$ cat src/rtl/xbar_route_sequencer.sv
// Crossbar configuration sequencer.
// Accepts a full routing map, then walks the columns twice: first breaking stale
// connections, then making new ones. Each toggle address is held for one cycle and
// followed by the rest address, so the crossbar sees every toggle exactly once and
// never finds a column already claimed.
//
// state      | meaning
// -----------+----------------------------------------------------------
// IDLE       | waiting for cfg_valid; AddressSelect at rest
// BREAK_SCAN | inspect column col; toggle out a stale connection if any
// BREAK_REST | one rest cycle after a break toggle
// MAKE_SCAN  | inspect column col; toggle in the target connection if any
// MAKE_REST  | one rest cycle after a make toggle
// DONE       | cfg_done pulse, then back to IDLE
module xbar_route_sequencer #(
    parameter int IP_COUNT   = 3,
    parameter int OP_COUNT   = 3,
    parameter int REST_ADDR  = IP_COUNT * OP_COUNT,
    parameter int ADDR_WIDTH = $clog2(REST_ADDR + 1),
    parameter int SEL_WIDTH  = $clog2(IP_COUNT + 1)
) (
    input  logic                            Clk,
    input  logic                            Rst,
    input  logic                            cfg_valid,
    output logic                            cfg_ready,
    input  logic [OP_COUNT*SEL_WIDTH-1:0]   cfg_map,
    output logic                            cfg_done,
    output logic                            busy,
    output logic [ADDR_WIDTH-1:0]           AddressSelect,
    output logic [OP_COUNT*SEL_WIDTH-1:0]   cur_map
);

    localparam int COL_WIDTH = (OP_COUNT > 1) ? $clog2(OP_COUNT) : 1;
    localparam logic [SEL_WIDTH-1:0]  SEL_NONE = SEL_WIDTH'(IP_COUNT);
    localparam logic [ADDR_WIDTH-1:0] ADDR_REST = ADDR_WIDTH'(REST_ADDR);
    localparam logic [COL_WIDTH-1:0]  COL_LAST = COL_WIDTH'(OP_COUNT - 1);

    typedef enum logic [2:0] {
        IDLE,
        BREAK_SCAN,
        BREAK_REST,
        MAKE_SCAN,
        MAKE_REST,
        DONE
    } state_t;

    state_t                                 state_q, state_d;
    logic [COL_WIDTH-1:0]                   col_q, col_d;
    logic [OP_COUNT-1:0][SEL_WIDTH-1:0]     tgt_q, tgt_d;
    logic [OP_COUNT-1:0][SEL_WIDTH-1:0]     cur_q, cur_d;
    logic [ADDR_WIDTH-1:0]                  addr_q, addr_d;

    logic [OP_COUNT-1:0][SEL_WIDTH-1:0]     tgt_norm;
    logic [SEL_WIDTH-1:0]                   cur_sel;
    logic [SEL_WIDTH-1:0]                   tgt_sel;
    logic                                   last_col;
    logic [COL_WIDTH-1:0]                   col_next;

    // Clamp out-of-range selectors to "unconnected" before latching the target.
    always_comb begin
        tgt_norm = '0;
        for (int n = 0; n < OP_COUNT; n++) begin
            if (cfg_map[n*SEL_WIDTH +: SEL_WIDTH] > SEL_NONE) begin
                tgt_norm[n] = SEL_NONE;
            end else begin
                tgt_norm[n] = cfg_map[n*SEL_WIDTH +: SEL_WIDTH];
            end
        end
    end

    // Per-column selectors and column stepping shared by both phases.
    always_comb begin
        cur_sel  = cur_q[col_q];
        tgt_sel  = tgt_q[col_q];
        last_col = (col_q == COL_LAST);
        col_next = last_col ? '0 : col_q + 1'b1;
    end

    // Next-state, shadow update and toggle address generation.
    always_comb begin
        state_d = state_q;
        col_d   = col_q;
        tgt_d   = tgt_q;
        cur_d   = cur_q;
        addr_d  = ADDR_REST;
        case (state_q)
            IDLE: begin
                if (cfg_valid && cfg_ready) begin
                    tgt_d   = tgt_norm;
                    col_d   = '0;
                    state_d = BREAK_SCAN;
                end
            end
            BREAK_SCAN: begin
                if (cur_sel != SEL_NONE && cur_sel != tgt_sel) begin
                    addr_d       = ADDR_WIDTH'(cur_sel) * ADDR_WIDTH'(OP_COUNT)
                                   + ADDR_WIDTH'(col_q);
                    cur_d[col_q] = SEL_NONE;
                    state_d      = BREAK_REST;
                end else begin
                    col_d   = col_next;
                    state_d = last_col ? MAKE_SCAN : BREAK_SCAN;
                end
            end
            BREAK_REST: begin
                col_d   = col_next;
                state_d = last_col ? MAKE_SCAN : BREAK_SCAN;
            end
            MAKE_SCAN: begin
                if (tgt_sel != SEL_NONE && cur_sel != tgt_sel) begin
                    addr_d       = ADDR_WIDTH'(tgt_sel) * ADDR_WIDTH'(OP_COUNT)
                                   + ADDR_WIDTH'(col_q);
                    cur_d[col_q] = tgt_sel;
                    state_d      = MAKE_REST;
                end else begin
                    col_d   = col_next;
                    state_d = last_col ? DONE : MAKE_SCAN;
                end
            end
            MAKE_REST: begin
                col_d   = col_next;
                state_d = last_col ? DONE : MAKE_SCAN;
            end
            DONE: begin
                state_d = IDLE;
            end
            default: begin
                state_d = IDLE;
            end
        endcase
    end

    // State, shadow and address registers; reset matches the crossbar's own reset.
    always_ff @(posedge Clk or posedge Rst) begin
        if (Rst) begin
            state_q <= IDLE;
            col_q   <= '0;
            tgt_q   <= {OP_COUNT{SEL_NONE}};
            cur_q   <= {OP_COUNT{SEL_NONE}};
            addr_q  <= ADDR_REST;
        end else begin
            state_q <= state_d;
            col_q   <= col_d;
            tgt_q   <= tgt_d;
            cur_q   <= cur_d;
            addr_q  <= addr_d;
        end
    end

    // Handshake and status outputs decoded from the state register.
    always_comb begin
        cfg_ready     = (state_q == IDLE) && !Rst;
        cfg_done      = (state_q == DONE);
        busy          = (state_q != IDLE);
        AddressSelect = addr_q;
        cur_map       = cur_q;
    end

endmodule

$ cat config.mk
export PLATFORM = sky130hd
export DESIGN_NAME = xbar_route_sequencer
export DESIGN_NICKNAME = d
export VERILOG_FILES = /design/src/rtl/xbar_route_sequencer.sv
export SDC_FILE = /design/constraint.sdc
export NUM_CORES = 1
export LEC_CHECK = 0
export CAP_MARGIN = 20
export CORE_ASPECT_RATIO = 0.6
export CORE_MARGIN = 4
export CORE_UTILIZATION = 56
export CTS_CLUSTER_DIAMETER = 50
export DETAILED_ROUTE_END_ITERATION = 8
export PLACE_DENSITY = 0.83
export SLEW_MARGIN = 40
export SYNTH_ARGS = -nofsm -noshare
export SYNTH_HDL_FRONTEND = slang
export SYNTH_SLANG_ARGS = --single-unit
export TNS_END_PERCENT = 1
$ cat constraint.sdc
create_clock -name Clk -period 7.6 [get_ports Clk]
set_input_delay 0.76 -clock Clk [delete_from_list [all_inputs] [get_ports Clk]]
set_output_delay 0.76 -clock Clk [all_outputs]
set_load 0.005 [all_outputs]
==> out/summary.md, run 1 <==
The run finished with clean final reports. The number of hold violations in the final report is 0, and the placement row count is 13. Initial antenna violation count: 0. The final layout contains routed wiring with a total length of 2680 um. From left edge to right edge, the die measures 70.5 um.

The congestion estimate from routability-driven global placement came to 0.903. In the synthesized netlist, the number of instances is 126. The synthesis-to-finish area growth is 21.2%. Launch instance of the worst min-delay path: cur_map[1]. Launch point of the worst reg-to-reg path: col_q[1].

The run gives 1310 um^2 as the netlist area before placement. The via count of the first global-routing pass is 973. The top-level I/O count is 22, and the placeable core region is 2200 um^2. In this run the worst path has a maximum fanout of 12. In the post-synthesis netlist, the biggest area contributors are dfstp_2 (28%), dfrtp_1 (13%), mux2_1 (8.6%). In this run the clock root is driven by a clkbuf_8. The cell leakage power is 0.000677 uW, and the number of buffers inserted by hold repair at cts is 0. The number of warning messages in the yosys log is 0, and the peak supply drop is 0.275 mV.

Clock latency on the worst-skew pair, taken at its later pin, is 0.26 ns. The clock period minus final worst setup slack is 2.81 ns, and the flip-flop and latch count after synthesis is 21. Timing would allow up to 356 MHz.

The worst hold path belongs to the class reg2reg. The first global-routing pass estimated 4680 um of wire. Clock-pin slew was measured on the worst setup and hold paths at 0.07 ns.

STA puts the critical path data arrival time at 3.00 ns. At the placement stage, the worst setup path has a slack of 4.82 ns. Cell with the largest stage delay on the worst path: dfrtp_1. The die is 45.5 um tall.

The run gives 0 as the number of DRC violations after detailed routing. By instance count, the cell type seen most on the critical path is fa_1. The tools report the count of cell types in the netlist as 34. The number of slew-limit violations in the final report was 0. The share of the synthesized area in the top cell type is 28.1%, and the number of vias in the routed layout is 977. The iteration count of the initial detailed-routing pass came out at 4.

The net count of the mapped netlist was 145. The critical path is of the reg2reg type. The count of buffers inserted at the top-level ports works out to 21. For the pin with the worst max-slew slack, the measured transition is 0.506 ns.

The clock net in this run drives a total of 21 sinks. The placed wire-length estimate after detailed placement was 2060 um; the ratio of cells with drive above 1 in the final layout was 18.2%. The setup-violating endpoint count in the final report is 0. The share of the clock period used by the worst path was 36.9%.

For this run, the slowest stage of the critical path takes 0.66 ns. Summed over all failing endpoints, the final setup total negative slack is 0 ns. The detailed router finished its first iteration with 112 violations.

The tool flagged a number of max-cap violations equal to 0. Overall power consumption after layout is estimated at 828 uW. The largest total area in the synthesized netlist belongs to dfstp_2.

For this run, the register share of the synthesized area comes to 41.4%. The die footprint is 3200 um^2. The number of antenna diodes came out at 0. The run gives 3 as the TritonCTS buffer count.

Once the clock tree was built, the resizer swapped 0 gates to a different size. The buffer depth of the longest clock path was 2; the number of levels the H-tree was split into was 1. The run gives 0.00243 ns as the largest clock skew in the final design. The critical path goes through mux2i_1 > o21ai_1 > fa_1 > ha_1 > inv_1 > fa_1 > nor3_1 > a21oi_1 > nor2_1.

The run gives 7.79 ns as the required arrival time at the worst endpoint. Summed over all layers, the global routing overflow is 0. The worst setup path is launched from a flip-flop. Setup repair after global routing left no endpoint under its margin. After detailed routing, the average wire length per cell comes to 15.0 um. The final antenna-violating net count came out at 0. STA classifies the critical path endpoint as a flip-flop. The run gives 59.7% as the initial standard-cell utilization of the core. Hold timing on the final database bottoms out at a slack of 0.483 ns. The routed via count divided by cell count was 5.49.

TritonCTS built the clock tree. In the post-route analysis, the smallest setup slack over all paths is 4.79 ns. The run gives 168 as the final net count.

Synthesized area divided by synthesized cell count: 10.4 um^2. Total power divided by cell area: 521 nW/um^2. The run gives 66.3% as the worst relative slew slack.

Number of setup buffers added after CTS: 0. Global routing used 19.5% of the available tracks. The run gives 22 as the pin count of the biggest net entering global routing. Tracing the worst setup path back leads to its startpoint at col_q[1].
[where the power goes]
group	switching (uW)	internal, uW	leakage, uW
clock	35.5	36.5	0.0000255
combinational	267	237	0.000414
sequential	63.8	189	0.000238
[path summary, 6_finish.rpt]
| check | end | slack, ns | cells past startpoint |
|---|---|---|---|
| max | AddressSelect[2] | 4.79 | 9 |
| min | cur_map[1] | 0.48 | 2 |
| max reg2reg | AddressSelect[2] | 4.79 | 9 |
| min reg2reg | cur_map[1] | 0.48 | 2 |
| max in group asynchronous | cur_map[0] | 6.41 | 2 |
| min in group asynchronous | state_q[0] | 0.85 | 2 |
[cell usage after synthesis, drive strengths merged]
master and n:
a22oi 1, nand2 14, o22ai 4, and2 1, a21oi 6, and3 1, nor2 10, inv 13
xnor2 2, fa 4, a221o 1, nand4 2, buf 3, dfrtp 7, or2 1, nand3b 3
mux2 11, o21ai 7, dfstp 14, nor2b 1, mux2i 8, nand2b 2, or3 1, nor3 3
ha 6
[routing by layer]
metal,wire [um],share of wire [%],global-route usage (%),vias up
li1,-,-,-,472
met1,1310,49,26.9,453
met2,1100,41,30.1,48
met3,248,9.3,6.39,4
met4,21,0.79,4.58,0
met5,0,0,0,-
[flip-flops by register name, summed over array words and instances, names as in the netlist]
register / cells
tgt_q: 6
AddressSelect: 4
col_q: 2
state_q: 3
cur_map: 6
[cell type report]
class	instances	area, um^2
tap	30	37.5
timing repair buffer	21	210
clock inverter	1	5.00
sequential	21	543
inverter	13	48.8
multi-input combinational	89	703
clock buffer	3	41.3
fill	168	607
[kinds of logic after synthesis]
group	Yosys count	share of synthesized area, %
AO/OA/AOI/OAI	19	10.3
XOR/XNOR	2	1.34
adder cells (fa/ha/maj)	10	11.8
buffers and inverters	16	4.96
flip-flops	21	41.4
multiplexers	19	15.6
AND/OR/NAND/NOR	39	14.6
[through the flow]
step | cells | cell area, um^2 | util (%)
detailed placement | 174 | 1540 | 70.3
CTS | 178 | 1590 | 72.4
floorplan | 126 | 1310 | -
finish | 178 | 1590 | 72.4
global placement | 174 | 1540 | 70.3
global route | 178 | 1590 | 72.4
[placed cells by master, fill, tap and decap left out, drive strengths merged]
| master | Yosys | routed |
|---|---|---|
| inv | 13 | 13 |
| clkdlybuf4s50 | 0 | 21 |
| dfrtp | 7 | 7 |
| nor2 | 10 | 10 |
| o22ai | 4 | 4 |
| or3 | 1 | 1 |
| ha | 6 | 6 |
| or2 | 1 | 1 |
| nor3 | 3 | 3 |
| mux2 | 11 | 11 |
| o21ai | 7 | 7 |
| nand3b | 3 | 3 |
| and2 | 1 | 1 |
| xnor2 | 2 | 2 |
| and3 | 1 | 1 |
| a22oi | 1 | 1 |
| nand4 | 2 | 2 |
| clkinv | 0 | 1 |
| dfstp | 14 | 14 |
| clkbuf | 0 | 3 |
| fa | 4 | 4 |
| nand2 | 14 | 14 |
| a221o | 1 | 1 |
| nand2b | 2 | 2 |
| nor2b | 1 | 1 |
| a21oi | 6 | 6 |
| mux2i | 8 | 8 |
[worst max-delay path: cells and delay by family, from the launching register on]
family	cells	cell delay, ns
muxes	1	0.15
buffers and inverters	1	0.06
DFF	1	0.66
adders and majority gates	3	1.14
and+or+nand+nor	2	0.29
AOI/OAI and AO/OA	2	0.45
Power figures use the tool's default switching activity.
==> inputs of run 2 (changes only) <==
--- a/config.mk
+++ b/config.mk
@@ -8,10 +8,10 @@
 export CAP_MARGIN = 20
 export CORE_ASPECT_RATIO = 0.6
 export CORE_MARGIN = 4
-export CORE_UTILIZATION = 56
+export CORE_UTILIZATION = 52
 export CTS_CLUSTER_DIAMETER = 50
 export DETAILED_ROUTE_END_ITERATION = 8
-export PLACE_DENSITY = 0.83
+export PLACE_DENSITY = 0.78
 export SLEW_MARGIN = 40
 export SYNTH_ARGS = -nofsm -noshare
 export SYNTH_HDL_FRONTEND = slang
==> constraint.sdc (replaced) <==
create_clock -name Clk -period 2.8 [get_ports Clk]
set_input_delay 0.28 -clock Clk [delete_from_list [all_inputs] [get_ports Clk]]
set_output_delay 0.28 -clock Clk [all_outputs]
set_load 0.005 [all_outputs]
==> out/summary.md, run 2 (synthesized netlist as in run 1, its figures left out) <==
The run finished with clean final reports. The number of setup buffers added after CTS came out at 0. The die covers 3420 um^2. From left edge to right edge, the die measures 72.8 um.

The number of slew-limit violations in the final report is 0, and the largest clock skew in the final design is 0.00610 ns. The tools report the kind of end point of the critical path as a flip-flop. The count of buffers inserted at the top-level ports is 21, and the total buffers and inverters traversed by the critical path is 2. For this run, the detailed router's first-pass iteration total came to 4. The run gives 0 as the total overflow reported by the global router.

For the worst setup path, the data arrival time is 2.82 ns. Dominant delay contributor by cell family on the critical path: adder cells. The share of the clock period used by the worst path came out at 93.6%.

The height of the chip works out to 46.9 um. In this run, post-CTS repair resized a total of 0 instances. The library cell used most frequently in the layout, excluding fill and tap cells, is clkdlybuf4s50_1.

After routing, the total negative slack on setup checks comes to 0 ns. Setup slack closes at 0.178 ns. The floorplan has 13 rows. Leaving out fill and tap cells, the most frequent cells in the layout are clkdlybuf4s50_1 (21), dfstp_2 (14), nand2_1 (14). The final route contains 961 vias. Cells with a size suffix above 1 make up 19.5% of the layout. The detailed router finished its first iteration with 30 violations. At the pin with the least slew margin, the transition time is 0.503 ns.

The clock sink count is 21. On the critical path, the stage with the largest delay is an instance of dfrtp_1. Worst-skew pair later-pin latency: 0.26 ns. The tools report the initial antenna violation count as 0.

The initial standard-cell utilization of the core is 57.6%, and the hold slack is 0.364 ns. The final weighted congestion of routability-driven global placement was 0.888. Final antenna-violating net count: 0. The logs give 169 for the final net count and 3.00 ns for the required arrival time at the worst endpoint. The path class of the tightest hold or removal check is in2async. In this run the worst setup path begins at col_q[0].

IR analysis of the VDD net gives a maximum drop of 0.633 mV. The run gives 2920 um as the total wire length. After detailed routing, the number of remaining DRC violations is 0. Prior to clock tree synthesis, the placed netlist has a worst setup slack of 0.198 ns.

The number of hold violations in the final report is 0, and the pin count of the biggest net entering global routing is 22. The worst register-to-register path begins at col_q[0]. The top-level I/O count was 22; the number of buffers inserted by hold repair at cts was 0.

Clock period minus final worst setup slack: 2.62 ns. Setup violations remaining at the end of the flow were counted as 0. The number of levels the H-tree was split into is 1, and the cell leakage power is 0.000684 uW. The worst setup path is of the reg2reg kind. The via count of the first global-routing pass was 934. Across the run, the number of max-cap violations was 0.

The maximum cell stage delay along the critical path was 0.66 ns. The run gives 2190 um as the placed wire-length estimate after detailed placement. The tools report the buffer depth of the longest clock path as 2. TritonCTS built the clock tree. The cell sitting at the root of the clock tree is a clkbuf_8. The synthesis-to-finish area growth works out to 22.0%. Using the TritonRoute via totals, the vias-per-cell ratio works out to 5.37.

The first global-routing pass estimated 4750 um of wire. Based on the critical path, the design can be clocked at up to 381 MHz. The critical path goes through nand2b_1 > o22ai_2 > fa_1 > ha_1 > inv_1 > fa_1 > inv_1 > a21oi_1 > nor2_1.

Headroom to the max-slew limit came out at 66.5%. The clock transition at the register clock pins on the worst setup and hold paths after CTS is 0.08 ns. The number of antenna diodes in the final layout is 0.

Clock tree synthesis inserted a total of 3 buffers. Setup repair after global routing left no endpoint under its margin. For the global-route total usage across every layer, the log shows 19.3%. The worst setup path is launched from a flip-flop. In the final routed layout, each cell accounts on average for 16.3 um. Overall power consumption after layout is estimated at 2310 uW.

The total power divided by cell area works out to 1440 nW/um^2. Of all nets on the critical path, the largest fanout is 13. The core region is 2280 um^2.
==> run 2: cell types whose count changed in the layout (fill, tap and decap cells not counted) <==
cell     change
o21ai_1      -1
buf_4        +1
o21ai_2      +1
==> run 2: layer usage <==
metal	up-vias	track usage (%)	wire, um
li1	472	-	-
met1	454	25.5	1390
met2	35	33.2	1300
met3	0	5.98	231
met4	0	2.21	0
met5	-	0	0
==> run 2: power breakdown <==
part,internal [uW],switching [uW]
clock,99.3,100
sequential,513,170
combinational,663,765
total,1270,1030
==> run 2: final cells by class <==
class,instances,area [um^2]
sequential,21,543
clock inverter,1,5.00
tap,30,37.5
multi-input combinational,89,707
inverter,13,48.8
clock buffer,3,41.3
timing repair buffer,22,218
fill,175,677
==> run 2: path summary, 6_finish.rpt <==
path	endpoint	slack, ns	cells past startpoint
max	AddressSelect[2]	0.18	9
min	AddressSelect[2]	0.36	2
max reg2reg	AddressSelect[2]	0.18	9
min reg2reg	cur_map[0]	0.48	2
max in group asynchronous	AddressSelect[3]	2.09	2
min in group Clk	cur_map[0]	0.48	2
==> run 2: per-stage QoR <==
step                      util [%]  cells  area (um^2)
after detailed placement      68.1    175         1550
after CTS                     70.1    179         1600
after floorplan                  -    126         1310
after global routing          70.3    179         1600
after global placement        68.1    175         1550
final                         70.3    179         1600
==> inputs of run 3 (changes only) <==
--- a/config.mk
+++ b/config.mk
@@ -11,7 +11,7 @@
 export CORE_UTILIZATION = 52
 export CTS_CLUSTER_DIAMETER = 50
 export DETAILED_ROUTE_END_ITERATION = 8
-export PLACE_DENSITY = 0.78
+export PLACE_DENSITY = 0.89
 export SLEW_MARGIN = 40
 export SYNTH_ARGS = -nofsm -noshare
 export SYNTH_HDL_FRONTEND = slang
==> out/summary.md, run 3 (synthesized netlist as in run 1, its figures left out) <==
For the setup total negative slack, the log shows 0 ns. STA classifies the critical path startpoint as a flip-flop. The finished cells cover 1590 um^2.

The die covers 3420 um^2. The worst setup path is of the reg2reg kind. The number of levels the H-tree was split into was 1. Setup repair after global routing left no endpoint under its margin. Kind of end point of the critical path: a flip-flop.

Between clock sinks in the finished design, the worst skew comes to 0.00192 ns. Via count of the first global-routing pass: 1004. The cell type with the highest occurrence count on the critical path was fa_1. For the finished layout, the period the worst path requires is 2.59 ns. The placeable core region came out at 2280 um^2. TritonCTS built the clock tree. Leaving out fill and tap cells, the most frequent cells in the layout are clkdlybuf4s50_1 (21), dfstp_2 (14), nand2_1 (14). The first global-routing pass estimated 4930 um of wire.

In the routed design, unresolved DRC markers number 0. The switching power share of the total is 44.4%, and the buffer depth of the longest clock path is 2. The routed via count divided by cell count came out at 5.42. STA puts the critical path data arrival time at 2.78 ns.

The die is 46.9 um tall. The count of buffers inserted at the top-level ports works out to 21. The tree built by TritonCTS fans out to 21 sinks. The floorplan step set the die width to 72.8 um. VDD sags by at most 0.695 mV. The final route contains 964 vias.

Timing would allow up to 387 MHz. The tightest min-delay check is of the in2async type. Internal power comes to 1250 uW. The worst-skew pair later-pin latency came out at 0.25 ns.

The worst slack at placement was 0.114 ns; the TritonCTS buffer count was 3. For this design, the slowest cell found on the critical path is dfrtp_2. For the worst setup path, the data required time is 2.99 ns. The number of setup buffers added after CTS was 0. After the last flow step, the layout net total stands at 168. Relative to the synthesized area, the layout overhead comes to 21.3%. Measured against its own limit, the worst slew margin works out to 52.1%.

Pin placement for this block handled 22 I/O pins. The tools report the switching power as 1000 uW. The flow ran to the end, and the final reports show no timing, DRC or antenna violations.

The run gives 8.6% as the clock share of power. The DRC marker count from the first detailed-route iteration is 42. The maximum cell stage delay along the critical path is 0.52 ns. The tool flagged a number of max-cap violations equal to 0.

The total overflow reported by the global router is 0. The total power divided by cell area is 1420 nW/um^2. The logs give 0 for the initial antenna violation count and 1540 um^2 for the placed standard-cell area. The cell leakage power is 0.000669 uW, and the setup-violating endpoint count in the final report is 0.

Traced cell by cell, the critical path runs through mux2i_1 > o21ai_1 > fa_1 > ha_1 > inv_1 > fa_1 > nor3_1 > a21oi_1 > nor2_1. The cell family contributing the most delay on the critical path is adder cells. For the final antenna-violating net count, the log shows 0. The run gives 0 as the number of slew-limit violations in the final report.

The run gives 0.819 as the final weighted congestion of routability-driven global placement. For this run, the total global-route usage over all layers was measured as 19.2%. For the placement row count, the log shows 13. The maximum fanout count along the critical path came out at 12. The repair_antennas step left the layout with diodes totalling 0.

Sequential cells account for 30.8% of the total power. Dividing the detail-routed wire length by the instance count gives 15.7 um. The transition time at the pin with the least slew margin is 0.714 ns. The clock transition at the register clock pins on the worst setup and hold paths after CTS works out to 0.07 ns.

Number of hold violations in the final report: 0. The total buffers and inverters traversed by the critical path works out to 1. For the placed wire-length estimate after detailed placement, the log shows 2180 um. Iteration count of the initial detailed-routing pass: 4. Entering global routing, the biggest net connects 22 pins. The post-route worst setup slack is 0.213 ns. The share of power burned in combinational logic is 60.6%.

Leaving out fill and tap cells, the most frequent cell in the layout is clkdlybuf4s50_1. The clock root buffer was clkbuf_8. The ratio of cells with drive above 1 in the final layout is 18.2%, and the total wire length is 2800 um. The hold slack was 0.387 ns; the final core area utilization was 69.8%. The share of the clock period used by the worst path is 92.4%.

Initial standard-cell utilization of the core: 57.6%.
-- run 3: cell count changes in the layout (fill, tap and decap cells not counted), sizes merged --
cell / previous run / this run
buf: 1 / 0
inv: 13 / 12
clkbuf: 3 / 4
-- run 3: timing repair --
action / CTS / global route
gates resized for setup: 0 / 2
hold buffers: 0 / 0
endpoints found under the setup margin: 0 / 1
-- run 3: layer usage --
metal  share of wire [%]  GRT usage [%]  vias to the layer above
li1                    -              -                      472
met1                  50           27.4                      453
met2                  43           30.5                       39
met3                 7.7           5.56                        0
met4                   0           2.21                        0
met5                   0              0                        -
-- run 3: worst paths after layout --
| kind | startpoint | end | slack (ns) | depth (start not counted) |
|---|---|---|---|---|
| min in group Clk | cur_map[0] | cur_map[0] | 0.49 | 2 |
| max | col_q[1] | AddressSelect[2] | 0.21 | 9 |
| max in group asynchronous | Rst | col_q[1] | 2.03 | 2 |
| min | Rst | state_q[0] | 0.39 | 2 |
| max reg2reg | col_q[1] | AddressSelect[2] | 0.21 | 9 |
| min reg2reg | cur_map[0] | cur_map[0] | 0.49 | 2 |
-- run 3: per-stage QoR --
stage	power (uW)	cells
after floorplan	1640	126
after global placement	1990	174
after detailed placement	2050	174
after CTS	2260	178
after global routing	2480	178
final	2250	178
-- run 3: final cells by class --
cell class | count | area (um^2)
Clock buffer | 4 | 45.0
Sequential cell | 21 | 546
Tap cell | 30 | 37.5
Multi-Input combinational cell | 89 | 703
Fill cell | 173 | 687
Inverter | 13 | 48.8
Timing Repair Buffer | 21 | 210
-- run 3: power groups by stage --
stage / sequential (uW) / combinational [uW] / clock (uW)
floorplan: 604 / 1040 / 0
global placement: 675 / 1320 / 0
detailed placement: 686 / 1360 / 0
CTS: 686 / 1380 / 197
global route: 718 / 1550 / 215
finish: 695 / 1360 / 194
